`src/rtl/uvmt_cv32e40s_obi_rsp_scheduler_if.sv`:
```
// OBI slave-side handshake bundle for the response scheduler.
// Signal names follow the core's OBI port naming, seen from the scheduler.
interface uvmt_cv32e40s_obi_rsp_scheduler_if #(
    parameter int MAX_OBI_STALLS = 8,
    parameter int DEPTH          = 4,
    parameter int CNT_W          = 32
);
    logic                                  req_i;
    logic                                  gnt_stall_i;
    logic [$clog2(MAX_OBI_STALLS+1)-1:0]   rsp_delay_i;
    logic                                  gnt_o;
    logic                                  rvalid_o;
    logic [CNT_W-1:0]                      rsp_idx_o;
    logic [CNT_W-1:0]                      aph_count_o;
    logic [CNT_W-1:0]                      rph_count_o;
    logic [$clog2(DEPTH+1)-1:0]            outstanding_o;
    logic                                  bound_err_o;

    modport slave (
        input  req_i, gnt_stall_i, rsp_delay_i,
        output gnt_o, rvalid_o, rsp_idx_o, aph_count_o, rph_count_o,
               outstanding_o, bound_err_o
    );

    modport master (
        output req_i, gnt_stall_i, rsp_delay_i,
        input  gnt_o, rvalid_o, rsp_idx_o, aph_count_o, rph_count_o,
               outstanding_o, bound_err_o
    );
endinterface

```
`src/rtl/uvmt_cv32e40s_obi_rsp_scheduler.sv`:
```
// Bench-side OBI slave: grants address phases, queues them in order and returns
// each response after its own clamped delay, with occurrence counters and a bound check.
module uvmt_cv32e40s_obi_rsp_scheduler #(
    parameter int MAX_OBI_STALLS = 8,
    parameter int DEPTH          = 4,
    parameter int CNT_W          = 32
) (
    input logic clk_i,
    input logic rst_ni,
    uvmt_cv32e40s_obi_rsp_scheduler_if.slave bus
);
    localparam int DW = $clog2(MAX_OBI_STALLS + 1);
    localparam int AW = $clog2(MAX_OBI_STALLS + 2);
    localparam int PW = (DEPTH > 1) ? $clog2(DEPTH) : 1;
    localparam int OW = $clog2(DEPTH + 1);
    localparam logic [DW-1:0] L_MAXD    = DW'(MAX_OBI_STALLS);
    localparam logic [AW-1:0] L_MAXA    = AW'(MAX_OBI_STALLS);
    localparam logic [AW-1:0] L_AGE_SAT = AW'(MAX_OBI_STALLS + 1);

    logic [DW-1:0]    r_cnt [DEPTH];
    logic [CNT_W-1:0] r_idx [DEPTH];
    logic [AW-1:0]    r_age [DEPTH];
    logic [DEPTH-1:0] r_vld;
    logic [PW-1:0]    r_wptr, r_rptr;
    logic [OW-1:0]    r_count;
    logic [CNT_W-1:0] r_aph, r_rph, r_rsp_idx;
    logic             r_rvalid, r_bound_err;

    logic             w_full, w_gnt, w_acc, w_bypass, w_push, w_pop, w_late;
    logic [DW-1:0]    w_d;

    function automatic logic [PW-1:0] f_next(input logic [PW-1:0] p);
        return (p == PW'(DEPTH - 1)) ? '0 : p + PW'(1);
    endfunction

    always_comb begin
        w_full   = (r_count == OW'(DEPTH));
        w_gnt    = !w_full && !bus.gnt_stall_i;
        w_acc    = bus.req_i && w_gnt;
        w_d      = (bus.rsp_delay_i > L_MAXD) ? L_MAXD : bus.rsp_delay_i;
        w_bypass = w_acc && (w_d == '0) && (r_count == '0);
        w_push   = w_acc && !w_bypass;
        w_pop    = r_vld[r_rptr] && (r_cnt[r_rptr] == '0);
        w_late   = 1'b0;
        for (int i = 0; i < DEPTH; i++) begin
            if (r_vld[i] && (r_age[i] > L_MAXA)) w_late = 1'b1;
        end
    end

    // Entries store delay-1: the pop edge precedes the rvalid cycle by one.
    always_ff @(posedge clk_i or negedge rst_ni) begin
        if (!rst_ni) begin
            for (int i = 0; i < DEPTH; i++) begin
                r_cnt[i] <= '0;
                r_idx[i] <= '0;
                r_age[i] <= '0;
            end
            r_vld       <= '0;
            r_wptr      <= '0;
            r_rptr      <= '0;
            r_count     <= '0;
            r_aph       <= '0;
            r_rph       <= '0;
            r_rsp_idx   <= '0;
            r_rvalid    <= 1'b0;
            r_bound_err <= 1'b0;
        end else begin
            for (int i = 0; i < DEPTH; i++) begin
                r_cnt[i] <= (r_cnt[i] != '0) ? r_cnt[i] - DW'(1) : '0;
                r_age[i] <= (r_age[i] == L_AGE_SAT) ? r_age[i] : r_age[i] + AW'(1);
            end
            if (w_pop) begin
                r_vld[r_rptr] <= 1'b0;
                r_rptr        <= f_next(r_rptr);
            end
            if (w_push) begin
                r_vld[r_wptr] <= 1'b1;
                r_cnt[r_wptr] <= (w_d == '0) ? '0 : w_d - DW'(1);
                r_idx[r_wptr] <= r_aph;
                r_age[r_wptr] <= '0;
                r_wptr        <= f_next(r_wptr);
            end
            if (w_acc) r_aph <= r_aph + CNT_W'(1);
            r_rvalid <= w_pop || w_bypass;
            if (w_pop) begin
                r_rsp_idx <= r_idx[r_rptr];
                r_rph     <= r_rph + CNT_W'(1);
            end else if (w_bypass) begin
                r_rsp_idx <= r_aph;
                r_rph     <= r_rph + CNT_W'(1);
            end
            if (w_push && !w_pop)      r_count <= r_count + OW'(1);
            else if (!w_push && w_pop) r_count <= r_count - OW'(1);
            if (w_late) r_bound_err <= 1'b1;
        end
    end

    assign bus.gnt_o         = w_gnt;
    assign bus.rvalid_o      = r_rvalid;
    assign bus.rsp_idx_o     = r_rsp_idx;
    assign bus.aph_count_o   = r_aph;
    assign bus.rph_count_o   = r_rph;
    assign bus.outstanding_o = r_count;
    assign bus.bound_err_o   = r_bound_err;
endmodule

```
`src/flat_wrapper.sv`:
```
// flat-port wrapper written by rule: the top's interface ports become plain ports
module uvmt_cv32e40s_obi_rsp_scheduler_flat 
#(
    parameter int MAX_OBI_STALLS = 8,
    parameter int DEPTH          = 4,
    parameter int CNT_W          = 32
)
  (clk_i, rst_ni, bus_req_i, bus_gnt_stall_i, bus_rsp_delay_i, bus_gnt_o, bus_rvalid_o, bus_rsp_idx_o, bus_aph_count_o, bus_rph_count_o, bus_outstanding_o, bus_bound_err_o);
  uvmt_cv32e40s_obi_rsp_scheduler_if #(.MAX_OBI_STALLS(MAX_OBI_STALLS), .DEPTH(DEPTH), .CNT_W(CNT_W)) bus_i ();
  input logic clk_i;
  input logic rst_ni;
  input wire logic [$bits(bus_i.req_i)-1:0] bus_req_i;
  input wire logic [$bits(bus_i.gnt_stall_i)-1:0] bus_gnt_stall_i;
  input wire logic [$bits(bus_i.rsp_delay_i)-1:0] bus_rsp_delay_i;
  output wire logic [$bits(bus_i.gnt_o)-1:0] bus_gnt_o;
  output wire logic [$bits(bus_i.rvalid_o)-1:0] bus_rvalid_o;
  output wire logic [$bits(bus_i.rsp_idx_o)-1:0] bus_rsp_idx_o;
  output wire logic [$bits(bus_i.aph_count_o)-1:0] bus_aph_count_o;
  output wire logic [$bits(bus_i.rph_count_o)-1:0] bus_rph_count_o;
  output wire logic [$bits(bus_i.outstanding_o)-1:0] bus_outstanding_o;
  output wire logic [$bits(bus_i.bound_err_o)-1:0] bus_bound_err_o;
  assign bus_i.req_i = bus_req_i;
  assign bus_i.gnt_stall_i = bus_gnt_stall_i;
  assign bus_i.rsp_delay_i = bus_rsp_delay_i;
  assign bus_gnt_o = bus_i.gnt_o;
  assign bus_rvalid_o = bus_i.rvalid_o;
  assign bus_rsp_idx_o = bus_i.rsp_idx_o;
  assign bus_aph_count_o = bus_i.aph_count_o;
  assign bus_rph_count_o = bus_i.rph_count_o;
  assign bus_outstanding_o = bus_i.outstanding_o;
  assign bus_bound_err_o = bus_i.bound_err_o;
  uvmt_cv32e40s_obi_rsp_scheduler #(.MAX_OBI_STALLS(MAX_OBI_STALLS), .DEPTH(DEPTH), .CNT_W(CNT_W)) u_core (.clk_i(clk_i), .rst_ni(rst_ni), .bus(bus_i));
endmodule
```
`config.mk`:
```
export PLATFORM = sky130hd
export DESIGN_NAME = uvmt_cv32e40s_obi_rsp_scheduler_flat
export DESIGN_NICKNAME = d
export VERILOG_FILES = /design/src/rtl/uvmt_cv32e40s_obi_rsp_scheduler_if.sv /design/src/rtl/uvmt_cv32e40s_obi_rsp_scheduler.sv /design/src/flat_wrapper.sv
export SDC_FILE = /design/constraint.sdc
export NUM_CORES = 1
export LEC_CHECK = 0
export ABC_AREA = 1
export BUFFER_PORTS_ARGS = -buffer_cell sky130_fd_sc_hd__buf_4
export CAP_MARGIN = 25
export CORE_MARGIN = 2
export CORE_UTILIZATION = 53
export DETAILED_ROUTE_END_ITERATION = 8
export GPL_TIMING_DRIVEN = 0
export PLACE_DENSITY = 0.71
export SYNTH_ARGS = -nofsm -noshare
export SYNTH_HDL_FRONTEND = slang
export SYNTH_SLANG_ARGS = --single-unit
```
`constraint.sdc`:
```
create_clock -name clk_i -period 2.9 [get_ports clk_i]
set_clock_uncertainty 0.2 [all_clocks]
set_input_delay 0.58 -clock clk_i [delete_from_list [all_inputs] [get_ports clk_i]]
set_output_delay 0.58 -clock clk_i [all_outputs]
set_load 0.005 [all_outputs]
```
==> impl_metrics.env <==
export IMPL_num_io_pins=110
export IMPL_viasPerCell=5.46
export IMPL_area_growth_syn_to_layout_pct=17.3
export IMPL_die_x_um=165
export IMPL_die_h_um=165
export IMPL_hold_viol=0
export IMPL_critPathKind="reg2reg"
export IMPL_via_count=12500
export IMPL_drt_iter0_drc=1190
export IMPL_final_cell_area_mm2=0.0161
export IMPL_slew_headroom_pct=57.2
export IMPL_hp_class="reg2reg"
export IMPL_numPortBuffers=109
export IMPL_critPathMaxFanout=19
export IMPL_final_min_clock_period_ns=2.72
export IMPL_rsz0062_at_grt="false"
export IMPL_grt_pass1_wl_um=62700
export IMPL_tritoncts="built"
export IMPL_p_comb_share_pct=39.0
export IMPL_fin_crit_sh_pct=93.8
export IMPL_p_seq_share_pct=34.6
export IMPL_wl_per_cell_um=17.0
export IMPL_synth_edf_count=0
export IMPL_internal_power_w=0.00927
export IMPL_power_density_mw_per_mm2=957
export IMPL_worst_pin_slew_ns=0.641
export IMPL_ys_seq_elements=269
export IMPL_post_cts_buffers=0
export IMPL_nFillCells=2267
export IMPL_cts_buffer_depth=3
export IMPL_synth_area_mm2=0.0137
export IMPL_grt_overflow=0
export IMPL_first_global_vias=12200
export IMPL_route_detailed_drc=0
export IMPL_initial_utilization_pct=54.3
export IMPL_p_leak_nw=8.02
export IMPL_grt_max_degree=119
export IMPL_antenna_found_initial=0
export IMPL_num_antenna_cells=0
export IMPL_drive_gt1_share_pct=12.8
export IMPL_netSwitchingPower_w=0.00617
export IMPL_clock_latency_ns=0.55
export IMPL_final_common_cell="nand2_1"
export IMPL_first_pass_iters=5
export IMPL_clock_power_share_pct=26.4
export IMPL_dieArea_mm2=0.0272
export IMPL_cts_root_buf="clkbuf_16"
export IMPL_grtUsageTotal_pct=29.2
export IMPL_ir_drop_uv=612
export IMPL_syn_num_nets=1825
export IMPL_wl_um=38900
export IMPL_post_dp_hpwl_um=28000
export IMPL_endpoint_kind="flip-flop"
export IMPL_crit_required_ns=3.12
export IMPL_final_nets=1968
export IMPL_setup_violations=0
export IMPL_whs_ns=0.284
export IMPL_status="complete, no violations"
export IMPL_coreArea_mm2=0.0253
export IMPL_fmax_mhz=368
export IMPL_p_total_w=0.0154
export IMPL_postLayoutCoreUtil_pct=63.7
export IMPL_final_cell_mix="nand2_1, dfrtp_1, nand3_1"
export IMPL_cts_sinks=269
export IMPL_syn_avg_cell_area_um2=7.67
export IMPL_ys_warn_count=0
export IMPL_cts_made_buffers=30
export IMPL_synthArstFlopShare_pct=100
export IMPL_netlist_instances=1793
export IMPL_swShare_pct=39.9
export IMPL_row_count=58
export IMPL_ys_seq_area_share_pct=49.0
export IMPL_arrival_ns=2.94
export IMPL_h_tree_depth=1
export IMPL_cts_clk_slew_worst_paths_ns=0.07
export IMPL_synth_ff_type="dfrtp_1"
export IMPL_slew_viol_final=0
export IMPL_cp_start_kind="flip-flop"
export IMPL_routabilityCongestion=0.941
export IMPL_yosysUniqueCellTypes=35
export IMPL_dpl_cell_area_mm2=0.0150
export IMPL_maxCapViolCount=0
export IMPL_route_antenna_remaining_nets=0
-- layout make-up --
type	count	area [µm²]	share of cell area, %
Clock buffer	43	901	5.59
Buffer	80	425	2.64
Multi-Input combinational cell	1344	6220	38.6
Clock inverter	12	170	1.06
Inverter	99	374	2.32
Sequential cell	269	6730	41.7
Tap cell	330	413	2.56
Timing Repair Buffer	112	891	5.52
-- cell families after synthesis --
logic type	Yosys count	share of synthesized area (%)
and+or+nand+nor	1101	33.6
DFF	269	49.0
buffers and inverters	180	5.85
AOI/OAI and AO/OA	172	6.29
xor gates and xnor gates	43	2.74
adders and majority gates	24	2.24
muxes	4	0.291
-- per-stage QoR --
stage	setup TNS, ns	setup slack, ns	instances
floorplan	0	0.459	1793
global placement	-339.99	-1.30	2232
detailed placement	-0.0160	-0.0160	2234
CTS	0	0.179	2289
global route	0	0.0262	2289
finish	0	0.181	2289
-- cell usage after synthesis (2+ instances only) --
library cell  instances  area [µm²]
xnor2_1               2        17.5
xor2_1               41         359
buf_6                 3        33.8
nor2_1              141         529
nand4_1               6        37.5
a21oi_1              24         120
nand2_2               2        12.5
nand2_1             687        2580
buf_2                44         220
clkbuf_1             11        41.3
dfrtp_1             269        6730
mux2i_1               4        40.0
nand2_4               5        56.3
nand3b_1             18         135
nand3_2               3        30.0
o21ai_0             125         626
o21ai_1              21         105
nor2_2                7        43.8
nor3_1                6        30.0
clkbuf_2              6        30.0
inv_2                 3        11.3
inv_1                95         357
buf_4                11        82.6
ha_1                 23         288
buf_1                 6        22.5
nand3_1             221        1110
-- worst paths after layout --
kind	from	cells past startpoint	endpoint	slack, ns
worst min register to register	u_core.r_idx[70]	2	u_core.r_idx[70]	0.28
worst max register to register	u_core.r_rptr[1]	11	u_core.bus.outstanding_o[2]	0.18
worst max-delay path	u_core.r_rptr[1]	11	u_core.bus.outstanding_o[2]	0.18
max in group asynchronous	rst_ni	3	u_core.r_idx[18]	1.29
min in group asynchronous	rst_ni	2	u_core.r_age[2]	0.31
worst min-delay path	u_core.r_idx[70]	2	u_core.r_idx[70]	0.28
-- metal layers --
metal | global-route usage, % | vias up | share of wire [%] | routed length, µm
li1 | - | 6006 | - | -
met1 | 38.3 | 5979 | 42 | 16500
met2 | 50.4 | 423 | 48 | 18900
met3 | 3.65 | 87 | 6.3 | 2470
met4 | 9.72 | 0 | 2.9 | 1110
met5 | 0 | - | 0 | 0
-- registers in the layout, summed over array words and instances (netlist names) --
signal and flops:
u_core.bus.aph_count_o 32, u_core.bus.bound_err_o 1, u_core.bus.outstanding_o 3, u_core.bus.rph_count_o 32, u_core.bus.rsp_idx_o 32, u_core.bus.rvalid_o 1
u_core.r_age 16, u_core.r_cnt 16, u_core.r_idx 128, u_core.r_rptr 2, u_core.r_vld 4, u_core.r_wptr 2
-- worst max-delay path: stages, from the launching register on --
cell and delay (ns):
dfrtp_1 0.40, buf_2 0.20, inv_2 0.15, nand3_2 0.19
nand2_2 0.18, buf_6 0.22, ha_1 0.17, inv_1 0.07
fa_1 0.38, a21oi_1 0.14, o21ai_0 0.11, xor2_1 0.15
-- power groups by stage --
stage               sequential, W  clock, W  combinational, W
detailed placement        0.00538         0           0.00595
finish                    0.00535   0.00408           0.00601
global route              0.00546   0.00427           0.00672
global placement          0.00535         0           0.00576
floorplan                 0.00524         0           0.00396
CTS                       0.00533   0.00411           0.00602
-- what timing repair did --
action	in CTS	in global routing
hold endpoints to repair	38	0
setup endpoints to repair	1	0
gates resized for setup	2	0
hold buffers	1	0
(Power assumes the default switching activity.)
